### src/rtl/s_cpu_pkg.sv
// Shared S-CPU/APU types: ARAM slot owner tags and ARAM bus widths.
package s_cpu_pkg;

  typedef enum logic [1:0] {
    AO_NONE,
    AO_DSP,
    AO_CPU,
    AO_DBG
  } aram_owner_type;

  localparam int ARAM_AW = 16;
  localparam int ARAM_DW = 8;

endpackage

### src/rtl/s_aram_slot_timer.sv
// Free-running ARAM frame slot counter with slot-kind decode; zero latency decode, no backpressure.
module s_aram_slot_timer #(
  parameter  int SLOT_CNT  = 4,
  parameter  int DSP_SLOTS = 1,
  localparam int SLOT_W    = $clog2(SLOT_CNT)
) (
  input  logic              clk_i,
  input  logic              reset_i,
  output logic [SLOT_W-1:0] slot_o,
  output logic              frame_start_o,
  output logic              dsp_slot_o,
  output logic              cpu_slot_o
);

  logic [SLOT_W-1:0] slot_q, slot_d;

  // SLOT_CNT is a power of two, so the natural overflow is the frame wrap.
  assign slot_d = slot_q + SLOT_W'(1);

  always_ff @(posedge clk_i or posedge reset_i) begin
    if (reset_i) begin
      slot_q <= '0;
    end else begin
      slot_q <= slot_d;
    end
  end

  assign slot_o        = slot_q;
  assign frame_start_o = (slot_q == '0);
  assign dsp_slot_o    = (slot_q < SLOT_W'(DSP_SLOTS));
  assign cpu_slot_o    = (slot_q == SLOT_W'(SLOT_CNT - 1));

endmodule

### src/rtl/s_aram_arbiter.sv
// Time-division ARAM arbiter: fixed slot frame, one owner per cycle, read/cpu_en return 1 cycle after grant.
// No backpressure: requesters hold until granted. Debug/loader port and cpu_halt enabled by S_ARAM_DBG_EN.
module s_aram_arbiter
  import s_cpu_pkg::*;
#(
  parameter  int SLOT_CNT  = 4,
  parameter  int DSP_SLOTS = 1,
  localparam int SLOT_W    = $clog2(SLOT_CNT)
) (
  input  logic              clk,
  input  logic              reset,
  input  logic [15:0]       cpu_addr,
  input  logic [7:0]        cpu_wdata,
  input  logic              cpu_we,
  input  logic              cpu_access,
  input  logic              cpu_halt,
  output logic              cpu_en,
  output logic [7:0]        cpu_rdata,
  input  logic              dsp_req,
  input  logic [15:0]       dsp_addr,
  input  logic [7:0]        dsp_wdata,
  input  logic              dsp_we,
  output logic              dsp_gnt,
  output logic              dsp_rvalid,
  output logic [7:0]        dsp_rdata,
  input  logic              dbg_req,
  input  logic [15:0]       dbg_addr,
  input  logic [7:0]        dbg_wdata,
  input  logic              dbg_we,
  output logic              dbg_gnt,
  output logic              dbg_rvalid,
  output logic [7:0]        dbg_rdata,
  output logic [SLOT_W-1:0] slot,
  output logic              frame_start,
  output logic [15:0]       ram_addr,
  output logic [7:0]        ram_wdata,
  output logic              ram_we,
  input  logic [7:0]        ram_rdata
);

  logic           dsp_slot, cpu_slot;
  aram_owner_type owner;
  aram_owner_type tag_q, tag_d;

  s_aram_slot_timer #(
    .SLOT_CNT (SLOT_CNT),
    .DSP_SLOTS(DSP_SLOTS)
  ) u_timer (
    .clk_i        (clk),
    .reset_i      (reset),
    .slot_o       (slot),
    .frame_start_o(frame_start),
    .dsp_slot_o   (dsp_slot),
    .cpu_slot_o   (cpu_slot)
  );

  // Owner is gated by reset so a write in the cycle reset rises never reaches the RAM.
  always_comb begin
    owner = AO_NONE;
    if (!reset) begin
      if (dsp_slot) begin
        if (dsp_req) begin
          owner = AO_DSP;
`ifdef S_ARAM_DBG_EN
        end else if (dbg_req) begin
          owner = AO_DBG;
`endif
        end
      end else if (cpu_slot) begin
`ifdef S_ARAM_DBG_EN
        if (!cpu_halt) begin
          owner = AO_CPU;
        end else if (dbg_req) begin
          owner = AO_DBG;
        end
`else
        owner = AO_CPU;
`endif
`ifdef S_ARAM_DBG_EN
      end else if (dbg_req) begin
        owner = AO_DBG;
`endif
      end
    end
  end

  always_comb begin
    ram_addr  = '0;
    ram_wdata = '0;
    ram_we    = 1'b0;
    case (owner)
      AO_DSP: begin
        ram_addr  = dsp_addr;
        ram_wdata = dsp_wdata;
        ram_we    = dsp_we;
      end
      AO_CPU: begin
        // Internal (non-access) CPU steps still burn the slot as a harmless read.
        ram_addr  = cpu_addr;
        ram_wdata = cpu_wdata;
        ram_we    = cpu_we & cpu_access;
      end
`ifdef S_ARAM_DBG_EN
      AO_DBG: begin
        ram_addr  = dbg_addr;
        ram_wdata = dbg_wdata;
        ram_we    = dbg_we;
      end
`endif
      default: ;
    endcase
  end

  assign tag_d = owner;

  always_ff @(posedge clk or posedge reset) begin
    if (reset) begin
      tag_q <= AO_NONE;
    end else begin
      tag_q <= tag_d;
    end
  end

  assign dsp_gnt    = (owner == AO_DSP);
  assign cpu_en     = (tag_q == AO_CPU);
  assign dsp_rvalid = (tag_q == AO_DSP);
  assign cpu_rdata  = ram_rdata;
  assign dsp_rdata  = ram_rdata;

`ifdef S_ARAM_DBG_EN
  assign dbg_gnt    = (owner == AO_DBG);
  assign dbg_rvalid = (tag_q == AO_DBG);
  assign dbg_rdata  = ram_rdata;
`else
  logic unused_dbg;
  assign unused_dbg = ^{dbg_req, dbg_addr, dbg_wdata, dbg_we, cpu_halt};
  assign dbg_gnt    = 1'b0;
  assign dbg_rvalid = 1'b0;
  assign dbg_rdata  = '0;
`endif

endmodule

### config.mk
export PLATFORM = sky130hd
export DESIGN_NAME = s_aram_arbiter
export DESIGN_NICKNAME = d
export VERILOG_FILES = /design/src/rtl/s_cpu_pkg.sv /design/src/rtl/s_aram_slot_timer.sv /design/src/rtl/s_aram_arbiter.sv
export SDC_FILE = /design/constraint.sdc
export NUM_CORES = 1
export LEC_CHECK = 0
export CAP_MARGIN = 40
export CORE_UTILIZATION = 22
export DETAILED_ROUTE_END_ITERATION = 8
export PLACE_DENSITY = 0.85
export SYNTH_ARGS = -nofsm -noshare
export SYNTH_HDL_FRONTEND = slang
export SYNTH_HIERARCHICAL = 1
export SYNTH_SLANG_ARGS = --single-unit
### constraint.sdc
create_clock -name clk -period 2.35 [get_ports clk]
set_input_delay 0.5875 -clock clk [delete_from_list [all_inputs] [get_ports clk]]
set_output_delay 0.5875 -clock clk [all_outputs]
set_load 0.02 [all_outputs]
Yosys cells after proc, flatten, opt, wreduce, memory -nomap -nowiden
Cells that the tools add are included.
Storage, ports and cells
  logic and storage cells: 18
  bits in registers: 4
  output and inout bits: 57
  input bits: 89
Cells by class
  equality and inequality tests: 5
  magnitude comparators: 1
  reductions and logical operators: 1
  add/sub/neg operators: 1
  bitwise operators: 1
  muxes and demuxes: 7
Operators by type and width (number)
  case mux 16 bit (2 select lines): 1
  case mux 8 bit (2 select lines): 1
  equality test 2 bit, second input constant: 3
  2-to-1 mux 2 bit: 3
  equality test 2 x 1 -> 1 bit, second input constant: 2
  adder 2 x 1 -> 2 bit, second input constant: 1
  logical NOT 2 bit: 1
  less-than comparator 2 x 1 -> 1 bit, second input constant: 1
  case mux 1 bit (2 select lines): 1
  AND 1 bit: 1
  2-to-1 mux 1 bit: 1

Logic depth before layout (Yosys ltp)
  depth in word-level cells: 6
  depth in mapped cells: 9
  gate-level depth less buffers: 7

Cells and area by module
The synthesis kept the hierarchy.
By module, submodules not included
  s_aram_arbiter: instances 1, sequential area each 50.0 um^2, area each 804.5 um^2, cells an instance 98
  s_aram_slot_timer: instances 1, sequential area each 50.0 um^2, area each 93.8 um^2, cells an instance 8

Least setup slack after synthesis
No wires, ideal clock.
  path kind: reg-to-output
  from: register u_timer.slot_q[0], in the netlist u_timer/slot_o[0]
  to: output port ram_addr[13]
  data required time: 1.762 ns
  buffers on the path: 2
  cell stages (with the launch flop): 9
  arrival time: 1.862 ns
  setup slack: -0.100 ns
  cells stage by stage: dfrtp_1 inv_1 ha_1 and3_1 ha_1 buf_6 buf_6 a22oi_2 nor2_1
Between the ends
  elaborated cells on any way between the ends: 8
  classes of those cells: 1 x order compare; 3 x eq/ne; 4 x mux
RTL lines
  start, declared: RTL line s_aram_slot_timer.sv:15  | logic [SLOT_W-1:0] slot_q, slot_d;
  start signal, assigned: RTL line s_aram_slot_timer.sv:24  | slot_q <= slot_d;
  less-than comparator 2 x 1 -> 1 bit: RTL line s_aram_slot_timer.sv:30  | assign dsp_slot_o = (slot_q < SLOT_W'(DSP_SLOTS));
  via dsp_slot: RTL line s_aram_arbiter.sv:41  | logic dsp_slot, cpu_slot;
  2-to-1 mux 2 bit: RTL line s_aram_arbiter.sv:61  | if (dsp_slot) begin
  2-to-1 mux 2 bit: RTL line s_aram_arbiter.sv:60  | if (!reset) begin
  via owner[0]: RTL line s_aram_arbiter.sv:42  | aram_owner_type owner;
  equality test 2 x 1 -> 1 bit
  via dsp_gnt: RTL line s_aram_arbiter.sv:23  | output logic dsp_gnt,
  case mux 16 bit (2 select lines): RTL line s_aram_arbiter.sv:91  | case (owner)
  end, declared: RTL line s_aram_arbiter.sv:35  | output logic [15:0] ram_addr,
The timed path passes the listed nets, and every way through them passes these cells.

Worst setup path after layout
  from: register u_timer.slot_q[1], in the netlist u_timer/slot_o[1]
  to: output port ram_addr[6]
Between the ends
  word-level cells in the longest chain between the ends: 6
  elaborated cells on any way between the ends: 8
  classes of those cells: 1 x order compare; 3 x eq/ne; 4 x mux
Ends and longest elaborated chain
  equality test 2 bit *: RTL line s_aram_slot_timer.sv:31  | assign cpu_slot_o = (slot_q == SLOT_W'(SLOT_CNT - 1));
  via cpu_slot: RTL line s_aram_arbiter.sv:41
  2-to-1 mux 2 bit *: RTL line s_aram_arbiter.sv:69  | end else if (cpu_slot) begin
  2-to-1 mux 2 bit *: RTL line s_aram_arbiter.sv:61
  2-to-1 mux 2 bit *: RTL line s_aram_arbiter.sv:60
  via owner[1]: RTL line s_aram_arbiter.sv:42
  equality test 2 bit / equality test 2 x 1 -> 1 bit (equally long branches): RTL line s_aram_arbiter.sv:91
  case mux 16 bit (2 select lines) *: RTL line s_aram_arbiter.sv:91
The timed path passes the listed nets; every way through them passes the cells marked *.

==> flow_summary.json <==
{
  "seq_area_frac_synth": 0.111,
  "grt_overflow_total": 0,
  "clock-sinks": 4,
  "finalHoldViolCount": 0,
  "cts_buffers": 3,
  "avgSynthCellArea_um2": 8.48,
  "io_pins": 146,
  "wirelength_um": 3000,
  "num_rows": 22,
  "cp_max_fo": 7,
  "p_leak_uw": 0.000744,
  "root_buffer": "clkbuf_8",
  "setup_ws_ns": -0.0354,
  "ys_ff_latch": 4,
  "grt_pass1_wl_um": 4350,
  "dieHeight_um": 65.9,
  "postSynthCellCount": 106,
  "finalCritPeriodShare": 1.02,
  "p_per_area_nw_per_um2": 163,
  "cp.depth": 8,
  "setup_viol": 9,
  "clockBufferDepth": 2,
  "dp_hpwl_um": 2220,
  "path_delay_family": "buffers and inverters",
  "ir_worst_vdd_mv": 0.492,
  "final_common_cell": "clkdlybuf4s50_1",
  "cp_data_required_time_ns": 1.76,
  "ff2ff_path_depth": 4,
  "worstPathArrival_ns": 1.80,
  "skew_ns": 0.00523,
  "cts.clk_slew.worst_paths_ns": 0.03,
  "slowest_stage": "dfrtp_2",
  "postRouteAntennaNets": 0,
  "syn2layout_area_growth_pct": 132,
  "synth_mux_area_frac": 0,
  "final_cell_mix": "clkdlybuf4s50_1, a22oi_2, buf_6",
  "hold_class": "in2async",
  "grt_pass1_vias": 1016,
  "slew_viol_final": 0,
  "p_total_uw": 340,
  "grt_max_degree": 15,
  "wl_per_cell_um": 12.7,
  "die_w_um": 65.9,
  "timing.final.crit_period_ns": 2.39,
  "maxCapViolCount": 0,
  "max_stage_delay_ns": 0.41,
  "start_kind": "flip-flop",
  "dpl.cell_count": 222,
  "htreeDepth": 1,
  "violations": "negative setup slack",
  "path_cells": "buf_6 > ha_4 > and2_4 > ha_4 > clkbuf_16 > a22oi_2 > nor2_4 > buf_6",
  "synth_adder_area_share": 0.0557,
  "status": "complete, but fails checks",
  "crit_buf_inv": 3,
  "synth_simple_gate_area_frac": 0.149,
  "cp-end-kind": "output pin",
  "rsz0062_at_grt": "true",
  "ys_types": 20,
  "synth_top_family_by_area": "buffers and inverters",
  "start_util": 0.236,
  "via_count": 996,
  "globalplace.congestion": 0.678,
  "path_class": "reg2out",
  "finalNonFillerCells": 237,
  "clk_latency_ns": 0.21,
  "dieArea_um2": 4340,
  "first_iter_violations": 8,
  "synth_xor_area_frac": 0,
  "vias_per_cell": 4.20,
  "drc": 0,
  "netlist_area_um2": 898,
  "synth_compound_area_frac": 0.322,
  "fmax_mhz": 419,
  "n_antenna_cell": 0,
  "port_buffers": 84,
  "core_area_um2": 3800,
  "gr-usage-all-layers": 0.127,
  "final_layout_size_suffix_gt1_frac": 0.603,
  "cts_tree": "yes",
  "antenna_found_initial": 0,
  "firstDrtPassIters": 2,
  "num-nets-final": 283,
  "yosysWarnings": 6
}
[metal layers]
metal	GRT usage	share of wire	vias up	wire length [µm]
met1	0.127	0.36	456	1070
met5	0	0	-	0
met3	0.0431	0.10	2	305
li1	-	-	491	-
met4	0.0190	0.0013	0	4
met2	0.250	0.54	47	1620
[final timing paths]
kind	end	start	slack (ns)
min reg2reg	u_timer/slot_o[0]	u_timer/slot_o[0]	0.57
min	u_timer/slot_o[0]	reset	0.27
min in group clk	u_timer/slot_o[0]	u_timer/slot_o[0]	0.57
max reg2reg	tag_q[0]	u_timer/slot_o[0]	1.33
max in group asynchronous	tag_q[1]	reset	1.86
max	ram_addr[6]	u_timer/slot_o[1]	-0.04
[where the power goes]
part / switching [µW] / leakage (µW) / internal (µW)
Clock: 31.7 / 0.0000228 / 115
Sequential: 0.323 / 0.0000487 / 70.1
Combinational: 40.7 / 0.000673 / 81.4
Total: 72.7 / 0.000744 / 267
[sequential cells by signal (all words and copies together) (netlist names)]
signal	cells
u_timer/slot_o	2
tag_q	2
[logic make-up after synthesis]
group | after synthesis
adders and majority gates | 4
DFF | 4
and+or+nand+nor | 32
other | 1
buffers and inverters | 40
AOI/OAI and AO/OA | 25
[cell type report]
class	count	area (µm²)
repair buffers	106	1140
flip-flops and latches	4	103
multi-input cells	71	721
well taps	48	60.1
clock buffers	4	45.0
inverters	4	15.0
fillers	360	1720
[repair_timing]
action                     CTS  global route
pin swaps                   17            15
setup buffers                2             5
setup endpoints to repair   26            25
cloned                       2             2
hold buffers                 0             0
gates resized for setup    158            21
[cells in the mapped netlist]
master	n	area, µm²
a22oi_1	4	30.0
a22oi_2	20	250
a32oi_1	1	8.76
and2_1	1	6.26
and3_1	1	6.26
buf_12	2	40.0
buf_2	2	10.0
buf_4	27	203
buf_6	3	33.8
buf_8	1	15.0
clkbuf_2	1	5.00
conb_1	1	3.75
dfrtp_1	4	100
ha_1	4	50.1
inv_1	4	15.0
nand2_1	1	3.75
nand3_1	1	5.00
nor2_1	25	93.8
nor2_2	1	6.26
nor2b_1	2	12.5
[through the flow]
| stage | hold WS [ns] | util | setup TNS, ns | area (µm²) | setup slack [ns] |
|---|---|---|---|---|---|
| detailed placement | 0.432 | 0.466 | -20.33 | 1770 | -0.838 |
| CTS | 0.267 | 0.509 | -0.338 | 1930 | -0.0454 |
| finish | 0.267 | 0.548 | -0.145 | 2080 | -0.0354 |
| global placement | 0.425 | 0.466 | -19.54 | 1770 | -0.774 |
| global route | 0.273 | 0.548 | -1.37 | 2080 | -0.0895 |
| floorplan | 0.329 | - | 0 | 1040 | 0.00181 |
(Power assumes the default switching activity.)
==> edit (same settings) <==
`SLOT_CNT` is set to 4 in 2 places; all go to 2.
--- a/src/rtl/s_aram_slot_timer.sv
+++ b/src/rtl/s_aram_slot_timer.sv
@@ -2,3 +2,3 @@
 module s_aram_slot_timer #(
-  parameter  int SLOT_CNT  = 4,
+  parameter  int SLOT_CNT  = 2,
   parameter  int DSP_SLOTS = 1,
--- a/src/rtl/s_aram_arbiter.sv
+++ b/src/rtl/s_aram_arbiter.sv
@@ -5,3 +5,3 @@
 #(
-  parameter  int SLOT_CNT  = 4,
+  parameter  int SLOT_CNT  = 2,
   parameter  int DSP_SLOTS = 1,
Ports: changed (resized slot); port bits go from 146 to 145. The function was not compared with the original's and may differ.
==> edit against the unedited design <==
- cell area decreased by 16%
- clock skew decreased by 0.0035 ns
- sequential cell count decreased by 1
- routed wire length decreased by 3.9%
- core utilization decreased by 7.2 points
- setup slack improved by 0.078 ns
- area after synthesis decreased by 5.2%
- first-iteration DRC count increased to 5.0 times the old value
- critical path type unchanged
- critical endpoint is now ram_wdata[1]
Power is not compared: it rests on default switching activity, and its combinational part moved more than twofold at a synthesized area within 25%.
==> edit: results (changes against the unedited design) <==
metric,value,unit,change
result of the run,"finished, final reports clean",,
initial antenna violation count,0,,unchanged
Worst R2R Setup Slack,1.52,ns,+0.19 ns
fraction of final layout cells with drive strength greater than 1,54.49,%,-5.8 points
IO buf count,83,,-1.2%
"Reg clk slew, reported paths",0.03,ns,about the same
beginning of the critical path,u_timer/cpu_slot_o,,
maximum number of pins on one net before global-route repair,26,,+11
Critical path destination,ram_wdata[1],,
initial drt markers,40,,+32
cell taking the most area after synthesis,sky130_fd_sc_hd__a22oi_2,,
number of buffers added by the clock tree synthesis step,3,,unchanged
Routability Congestion,0.7030,,+3.7%
number of global-route vias before repair,868,,-15%
number of cells on the worst reg-to-reg path,3,,-1
Mapped Cells,103,,-2.8%
signal arrival time at the worst endpoint,1.72,ns,-0.08 ns
non-filler instance count after layout,226,,-4.6%
wire length of the first global-routing pass,4278,um,-1.6%
fill cell total of the finished layout,351,,-2.5%
number of nets in the final layout,270,,-4.6%
Max Fanout on Critical Path,12,,+5
commonest cells in the netlist,"28 x sky130_fd_sc_hd__buf_4, 25 x sky130_fd_sc_hd__nor2_1, 20 x sky130_fd_sc_hd__a22oi_2",,
post-synthesis sequential area ratio,8.811,%,-2.3 points
post-DR wirelength/cell,12.76,um,+0.81%
post-route ant nets,0,,unchanged
min-delay worst type,primary input to asynchronous set/reset pin,,
number of cells after detailed placement,214,,-3.6%
routed vias/inst,4.128,,-1.8%
Clock Latency Late Sink,0.22,ns,
Area after DPL,1608,sq um,-9.1%
global router's overall resource usage,13.39,%,+0.71 points
number of detailed-routing iterations run before antenna repair,3,,+1
biggest area contributors in the synthesized netlist,"sky130_fd_sc_hd__a22oi_2 29%, sky130_fd_sc_hd__buf_4 25%, sky130_fd_sc_hd__nor2_1 11%",,
Fin Clk Skew,0.001693,ns,-0.003540 ns
DPL Wire Length,1949,um,-12%
-- edit: changes by cell type after synthesis, sizes merged --
cell,delta
dfrtp,-1
inv,-1
buf,+1
ha,-2
-- edit: what timing repair did --
item,CTS,global route
hold buffers,0,0
hold endpoints to repair,0,0
gates cloned,3,0
resized for setup,135,5
setup buffers,1,4
pin swaps,14,3
setup endpoints to repair,26,22
-- edit: through the flow --
step | setup TNS [ns] | setup slack [ns] | hold slack, ns | utilization [%]
after floorplan | 0 | 0.04664 | 0.3162 | -
after global placement | -19.57 | -0.7888 | 0.5646 | 43.59
after detailed placement | -19.97 | -0.8063 | 0.5749 | 43.59
after CTS | 0 | 0.003809 | 0.2328 | 46.23
after global routing | -0.01119 | -0.006178 | 0.2466 | 47.59
final | 0 | 0.04237 | 0.2365 | 47.59
-- edit: power groups by stage --
stage          logic [W]  clock network, W  registers [W]
2_1_floorplan   0.000158                 0      0.0000537
3_3_place_gp    0.000237                 0      0.0000538
3_5_place_dp    0.000238                 0      0.0000538
4_1_cts         0.000247          0.000156      0.0000532
5_1_grt         0.000268          0.000161      0.0000532
6_report        0.000254          0.000150      0.0000532
-- edit: worst max-delay path, stage by stage (launching register included) --
cell	delay, ns
sky130_fd_sc_hd__dfrtp_1	0.38
sky130_fd_sc_hd__inv_2	0.09
sky130_fd_sc_hd__nor2_2	0.05
sky130_fd_sc_hd__and2_4	0.16
sky130_fd_sc_hd__ha_4	0.17
sky130_fd_sc_hd__buf_12	0.12
sky130_fd_sc_hd__buf_16	0.14
sky130_fd_sc_hd__a22oi_2	0.20
sky130_fd_sc_hd__nor2_2	0.04
sky130_fd_sc_hd__buf_2	0.15
-- edit: cell families (layout without fill, tap and decap cells) --
family / Yosys count / count (layout) / share of synthesized area, %
flip-flops: 3 / 3 / 8.810
buffers and inverters: 40 / 106 / 38.18
AND/OR/NAND/NOR: 32 / 32 / 15.71
AO/OA/AOI/OAI: 25 / 25 / 33.92
adder cells (fa/ha/maj): 2 / 2 / 2.936
other: 1 / 10 / 0.4401
-- edit: layout make-up --
| type | count | area, sq um | share of cell area [%] |
|---|---|---|---|
| repair buffers | 99 | 973.4 | 55.45 |
| inverters | 3 | 11.26 | 0.6415 |
| well taps | 48 | 60.06 | 3.421 |
| clock buffers | 4 | 45.04 | 2.566 |
| flip-flops and latches | 3 | 75.07 | 4.277 |
| multi-input cells | 69 | 590.6 | 33.64 |
-- edit: routing by layer --
metal	share of wire (%)	up-vias	track usage (%)
li1	-	465	-
met3	9.8	0	3.571
met4	0	0	3.889
met2	50	53	25.00
met1	40	415	14.60
met5	0	-	0
